--- src/rtl/fetch_unit.sv ---
// Instruction fetch stage: single-outstanding word reads into a small prefetch FIFO,
// presented to decode with valid/ready; redirects to i_pc on flush.
module fetch_unit #(
    parameter int            RW         = 16,
    parameter int            FIFO_DEPTH = 2,
    parameter logic [RW-1:0] RESET_ADDR = '0
) (
    input  logic          i_clk,
    input  logic          i_rst_n,
    input  logic [RW-1:0] i_pc,
    input  logic          i_flush,
    output logic          o_mem_req,
    output logic [RW-1:0] o_mem_addr,
    input  logic          i_mem_ack,
    input  logic [RW-1:0] i_mem_data,
    output logic          o_valid,
    output logic [RW-1:0] o_instr,
    output logic [RW-1:0] o_instr_addr,
    input  logic          i_ready,
    output logic          o_c_pc_inc
);

    localparam int            PW      = $clog2(FIFO_DEPTH);
    localparam int            CW      = PW + 1;
    localparam logic [CW-1:0] DEPTH_C = CW'(FIFO_DEPTH);

    logic          req_q, req_d;
    logic [RW-1:0] addr_q, addr_d;
    logic [RW-1:0] fetch_q, fetch_d;
    logic          discard_q, discard_d;

    logic [RW-1:0] data_mem [FIFO_DEPTH];
    logic [RW-1:0] addr_mem [FIFO_DEPTH];
    logic [PW-1:0] rd_ptr, wr_ptr;
    logic [CW-1:0] count, count_next;

    logic ack, push, pop;

    // An ack only counts against a live request; flush and discard both drop the word.
    assign ack  = i_mem_ack & req_q;
    assign push = ack & ~discard_q & ~i_flush;
    assign pop  = o_valid & i_ready & ~i_flush;

    assign o_valid      = (count != '0);
    assign o_instr      = data_mem[rd_ptr];
    assign o_instr_addr = addr_mem[rd_ptr];
    assign o_c_pc_inc   = pop;
    assign o_mem_req    = req_q;
    assign o_mem_addr   = addr_q;

    always_comb begin
        // NOTE: every always_comb output gets a default first so no path can infer a latch.
        count_next = count;
        if (i_flush)
            count_next = '0;
        else if (push && !pop)
            count_next = count + CW'(1);
        else if (pop && !push)
            count_next = count - CW'(1);
    end

    always_comb begin
        req_d     = req_q;
        addr_d    = addr_q;
        fetch_d   = fetch_q;
        discard_d = discard_q;
        if (req_q) begin
            if (ack) begin
                req_d     = 1'b0;
                discard_d = 1'b0;
                if (i_flush) begin
                    fetch_d = i_pc;
                end else if (!discard_q) begin
                    fetch_d = addr_q + RW'(1);
                    // Chain straight into the next word when the FIFO still has room.
                    if (count_next < DEPTH_C) begin
                        req_d  = 1'b1;
                        addr_d = addr_q + RW'(1);
                    end
                end
            end else if (i_flush) begin
                fetch_d   = i_pc;
                discard_d = 1'b1;
            end
        end else if (i_flush) begin
            fetch_d = i_pc;
        end else if (!discard_q && count_next < DEPTH_C) begin
            req_d  = 1'b1;
            addr_d = fetch_q;
        end
    end

    // NOTE: sequential state uses non-blocking assignments so every register sees pre-edge values.
    always_ff @(posedge i_clk or negedge i_rst_n) begin
        if (!i_rst_n) begin
            req_q     <= 1'b0;
            addr_q    <= RESET_ADDR;
            fetch_q   <= RESET_ADDR;
            discard_q <= 1'b0;
            rd_ptr    <= '0;
            wr_ptr    <= '0;
            count     <= '0;
        end else begin
            req_q     <= req_d;
            addr_q    <= addr_d;
            fetch_q   <= fetch_d;
            discard_q <= discard_d;
            count     <= count_next;
            if (i_flush) begin
                rd_ptr <= '0;
                wr_ptr <= '0;
            end else begin
                if (push) wr_ptr <= wr_ptr + PW'(1);
                if (pop)  rd_ptr <= rd_ptr + PW'(1);
            end
        end
    end

    // NOTE: FIFO storage has no reset; entries are only observed once count marks them valid.
    always_ff @(posedge i_clk) begin
        if (push) begin
            data_mem[wr_ptr] <= i_mem_data;
            addr_mem[wr_ptr] <= addr_q;
        end
    end

endmodule

--- config.mk ---
export PLATFORM = sky130hd
export DESIGN_NAME = fetch_unit
export DESIGN_NICKNAME = d
export VERILOG_FILES = /design/src/rtl/fetch_unit.sv
export SDC_FILE = /design/constraint.sdc
export NUM_CORES = 1
export LEC_CHECK = 0
export CAP_MARGIN = 20
export CORE_ASPECT_RATIO = 0.6
export CORE_MARGIN = 2
export CORE_UTILIZATION = 35
export CTS_CLUSTER_SIZE = 20
export DETAILED_ROUTE_END_ITERATION = 8
export GPL_TIMING_DRIVEN = 0
export PLACE_DENSITY_LB_ADDON = 0.1
export SLEW_MARGIN = 10
export SYNTH_ARGS = -nofsm -noshare
export SYNTH_HDL_FRONTEND = slang
export SYNTH_SLANG_ARGS = --single-unit
--- constraint.sdc ---
create_clock -name i_clk -period 7.1 [get_ports i_clk]
set_input_delay 1.065 -clock i_clk [delete_from_list [all_inputs] [get_ports i_clk]]
set_output_delay 1.065 -clock i_clk [all_outputs]
set_load 0.02 [all_outputs]
==> flow_summary.yaml, run 1 <==
layout:
  syn_to_final_growth_pct: 30.4
  finalNetCount: 519
  final_cells: 655
  mostFrequentLayoutCells: "85 x clkdlybuf4s50_1, 64 x edfxtp_1, 38 x dfrtp_1"
  post_route_cells_drive_above_1_share_pct: 14.2
  seq_area_um2: 2870
  n_antenna_cell: 0
  nFillCells: 1213
  multi_input_area_um2: 1660
  final_common_cell: "clkdlybuf4s50_1"
global_route:
  grt_pass1_vias: 3512
  grt_pass1_wl_mm: 20.3
  antenna_found_initial: 0
  grt_start_max_net_pins: 35
  overflow: 0
  grt_util_all_layers_pct: 18.8
yosys:
  synth_warnings: 0
  synthFlopType: "edfxtp_1"
  synth-simple-area-share_pct: 11.5
  yosys_register_bits: 102
  synth_cells: 380
  mappedNetlistArea_um2: 4690
  syn_nets: 419
  synthDistinctLibCells: 49
  synth-compound-area-share_pct: 11.3
  syn_area_per_cell_um2: 12.3
  synth_xor_area_share_pct: 3.36
  synth-edff-count: 64
  seq_area_frac_synth_pct: 61.2
  async_reset_ff_share_pct: 37.3
  synthAdderAreaFrac_pct: 0.533
  synth_top_family_by_area: "simple AND/OR/NAND/NOR gates"
  muxShareOfSynthArea_pct: 8.54
setup_path:
  crit_path_start_kind: "input port"
  r2r-end: "data_mem[0][10]"
  path_max_fanout: 10
  critical_path_arrival_ns: 3.28
  required_ns: 6.03
  crit_type: "in -> out"
  reg2reg_from: "o_mem_req"
  cp-end-kind: "output pin"
  cp-endpoint: "o_c_pc_inc"
  cp-startpoint: "i_flush"
  ff2ff_path_depth: 7
  r2r_slack_ns: 4.53
drt:
  top_layer: "met4"
  ant_nets: 0
  drcViolationCount: 0
  drtIter0Drc: 313
  wl_met2_mm: 5.64
  wl_met1_mm: 6.55
  via_count: 3465
  wl_per_cell_um: 20.0
  viasPerCell: 5.29
  dr.pass1.iters: 5
  wl_met3_um: 818
  drt-total-wl_mm: 13.1
place:
  place_congestion: 0.904
  place_inst: 639
  pre_cts_slack_ns: 2.75
  io_buffer_count: 86
  detailedPlacementHpwl_mm: 9.03
power_and_ir_drop:
  power_leakage_nw: 2.16
  combPwrFrac_pct: 43.3
  finalPower_w: 0.00243
  cellPowerDensity_nw_per_um2: 396
  power.switching_w: 0.000923
  power_frac_clock_pct: 20.1
  seqPwrFrac_pct: 36.6
  irDropWorstVdd_mv: 0.142
  internal-power_w: 0.00150
  p_sw_share_pct: 38.1
floorplanning:
  start_util_pct: 36.2
  core_area_um2: 13000
  die_x_um: 153
  dieHeight_um: 93.7
  rows: 32
  ios: 88
  dieArea_um2: 14400
timing:
  hold_slack_ns: 0.509
  setup_ws_ns: 2.76
  max_freq_mhz: 230
  fin_tns_setup_ns: 0
  rsz0062_at_grt: "false"
  setup_viol: 0
  period_needed_ns: 4.34
  worst_pin_slew_ns: 0.811
  drv_slew: 0
  final_hold_viol_count: 0
  skew_ns: 0.00769
  final.period_utilization_pct: 61.1
  maxSlewHeadroom_pct: 45.4
clocking:
  ctsHtreeMaxLevel: 3
  clk_path_buf_depth: 2
  cts_tree: "done"
  cts_made_buffers: 9
  ctsResizeCount: 0
  clk_latency_ns: 0.34
  ctsRootBufferMaster: "clkbuf_16"
  cts_hold_buffers: 0
  clkTransAtPathRegs_ns: 0.07
  cts_setup_buffers: 0
  cts_sinks: 102
min_path:
  hp-class: "reg -> reg"
status:
  outcome: "finished, final reports clean"
run:
  drv_cap: 0
==> power groups by stage <==
stage	combinational [W]	sequential (W)	clock, W
2_1_floorplan	0.000600	0.000912	0
3_3_place_gp	0.00103	0.000895	0
3_5_place_dp	0.00104	0.000900	0
4_1_cts	0.00105	0.000887	0.000503
5_1_grt	0.00113	0.000905	0.000524
6_report	0.00105	0.000888	0.000487
==> worst min path at each step <==
stage          depth (start not counted)     startpoint        endpoint  slack (ns)
2_1_floorplan                          2      discard_q       discard_q        0.50
3_3_place_gp                           0  o_mem_addr[8]  addr_mem[1][8]        0.50
3_5_place_dp                           0  o_mem_addr[8]  addr_mem[0][8]        0.51
4_1_cts                                0  o_mem_addr[8]  addr_mem[1][8]        0.52
5_1_grt                                1        i_rst_n     fetch_q[14]        0.54
6_report                               0  o_mem_addr[8]  addr_mem[0][8]        0.51
==> cell type report <==
class	instances	share of cell area (%)
clock buffers	10	3.74
plain buffers	27	2.31
inverters	7	0.430
well taps	170	3.48
multi-input cells	244	27.1
repair buffers	89	15.0
clock inverters	6	0.982
flip-flops and latches	102	47.0
==> cell families after synthesis <==
| group | count (synthesis) |
|---|---|
| compound gates | 77 |
| fa+ha+maj | 2 |
| buf+inv | 34 |
| simple gates | 111 |
| flops | 102 |
| mux | 36 |
| xor+xnor | 18 |
==> Yosys cell counts, drive strengths merged (2+ instances only) <==
cell type,instances,area [um^2]
a2bb2oi,9,78.8
nor3,14,75.1
or3,2,12.5
xnor2,10,87.6
clkbuf,17,63.8
o221ai,2,17.5
a31oi,7,43.8
nor2,25,96.4
o22ai,10,68.8
xor2,8,70.1
and2,2,15.0
inv,7,26.3
mux2i,4,40.0
nand2,34,128
a221oi,3,45.0
edfxtp,64,1920
and3,6,37.5
nand3,10,50.1
nor4,4,25.0
a21oi,17,85.1
nand2b,3,18.8
o21ai,15,75.1
o22a,3,26.3
nor3b,4,30.0
nand4,2,12.5
buf,10,77.6
ha,2,25.0
mux2,32,360
a211oi,4,30.0
dfrtp,38,951
==> per-stage QoR <==
| step | utilization [%] | cell area (um^2) |
|---|---|---|
| after floorplan | - | 4690 |
| after global placement | 44.4 | 5760 |
| after detailed placement | 44.9 | 5830 |
| after CTS | 47.2 | 6120 |
| after global routing | 47.2 | 6120 |
| final | 47.2 | 6120 |
==> metal layers <==
layer,track usage (%),up-vias
li1,-,1616
met1,28.0,1715
met2,27.3,127
met3,4.52,7
met4,5.43,0
met5,0,-
==> worst max-delay path: stages <==
cell and delay [ns]:
clkdlybuf4s50_1 0.57, clkbuf_1 0.51, clkbuf_1 0.48, nor2_1 0.10, clkdlybuf4s50_1 0.55
==> registers in the layout, indices dropped and copies added, names as in the netlist <==
| name | cells |
|---|---|
| addr_mem | 32 |
| data_mem | 32 |
| fetch_q | 16 |
| o_mem_addr | 16 |
| count | 2 |
| discard_q | 1 |
| o_mem_req | 1 |
| rd_ptr | 1 |
| wr_ptr | 1 |
Note: power is estimated with default switching activity, not from simulation.
==> run 2: changes to the inputs <==
Clock period 7.1 ns to 4.5 ns, I/O delays scaled along.
==> results of run 2 <==
The final DEF is identical to that of run 1. Status: finished, final reports clean.
Main changes from that run: setup slack after placement 2.75 ns -> 0.935 ns; setup slack after layout 2.76 ns -> 0.939 ns; hold slack 0.509 ns -> 0.151 ns; register-to-register setup slack 4.53 ns -> 1.93 ns; total power 0.00243 W -> 0.00383 W; worst IR drop on VDD 0.142 mV -> 0.224 mV
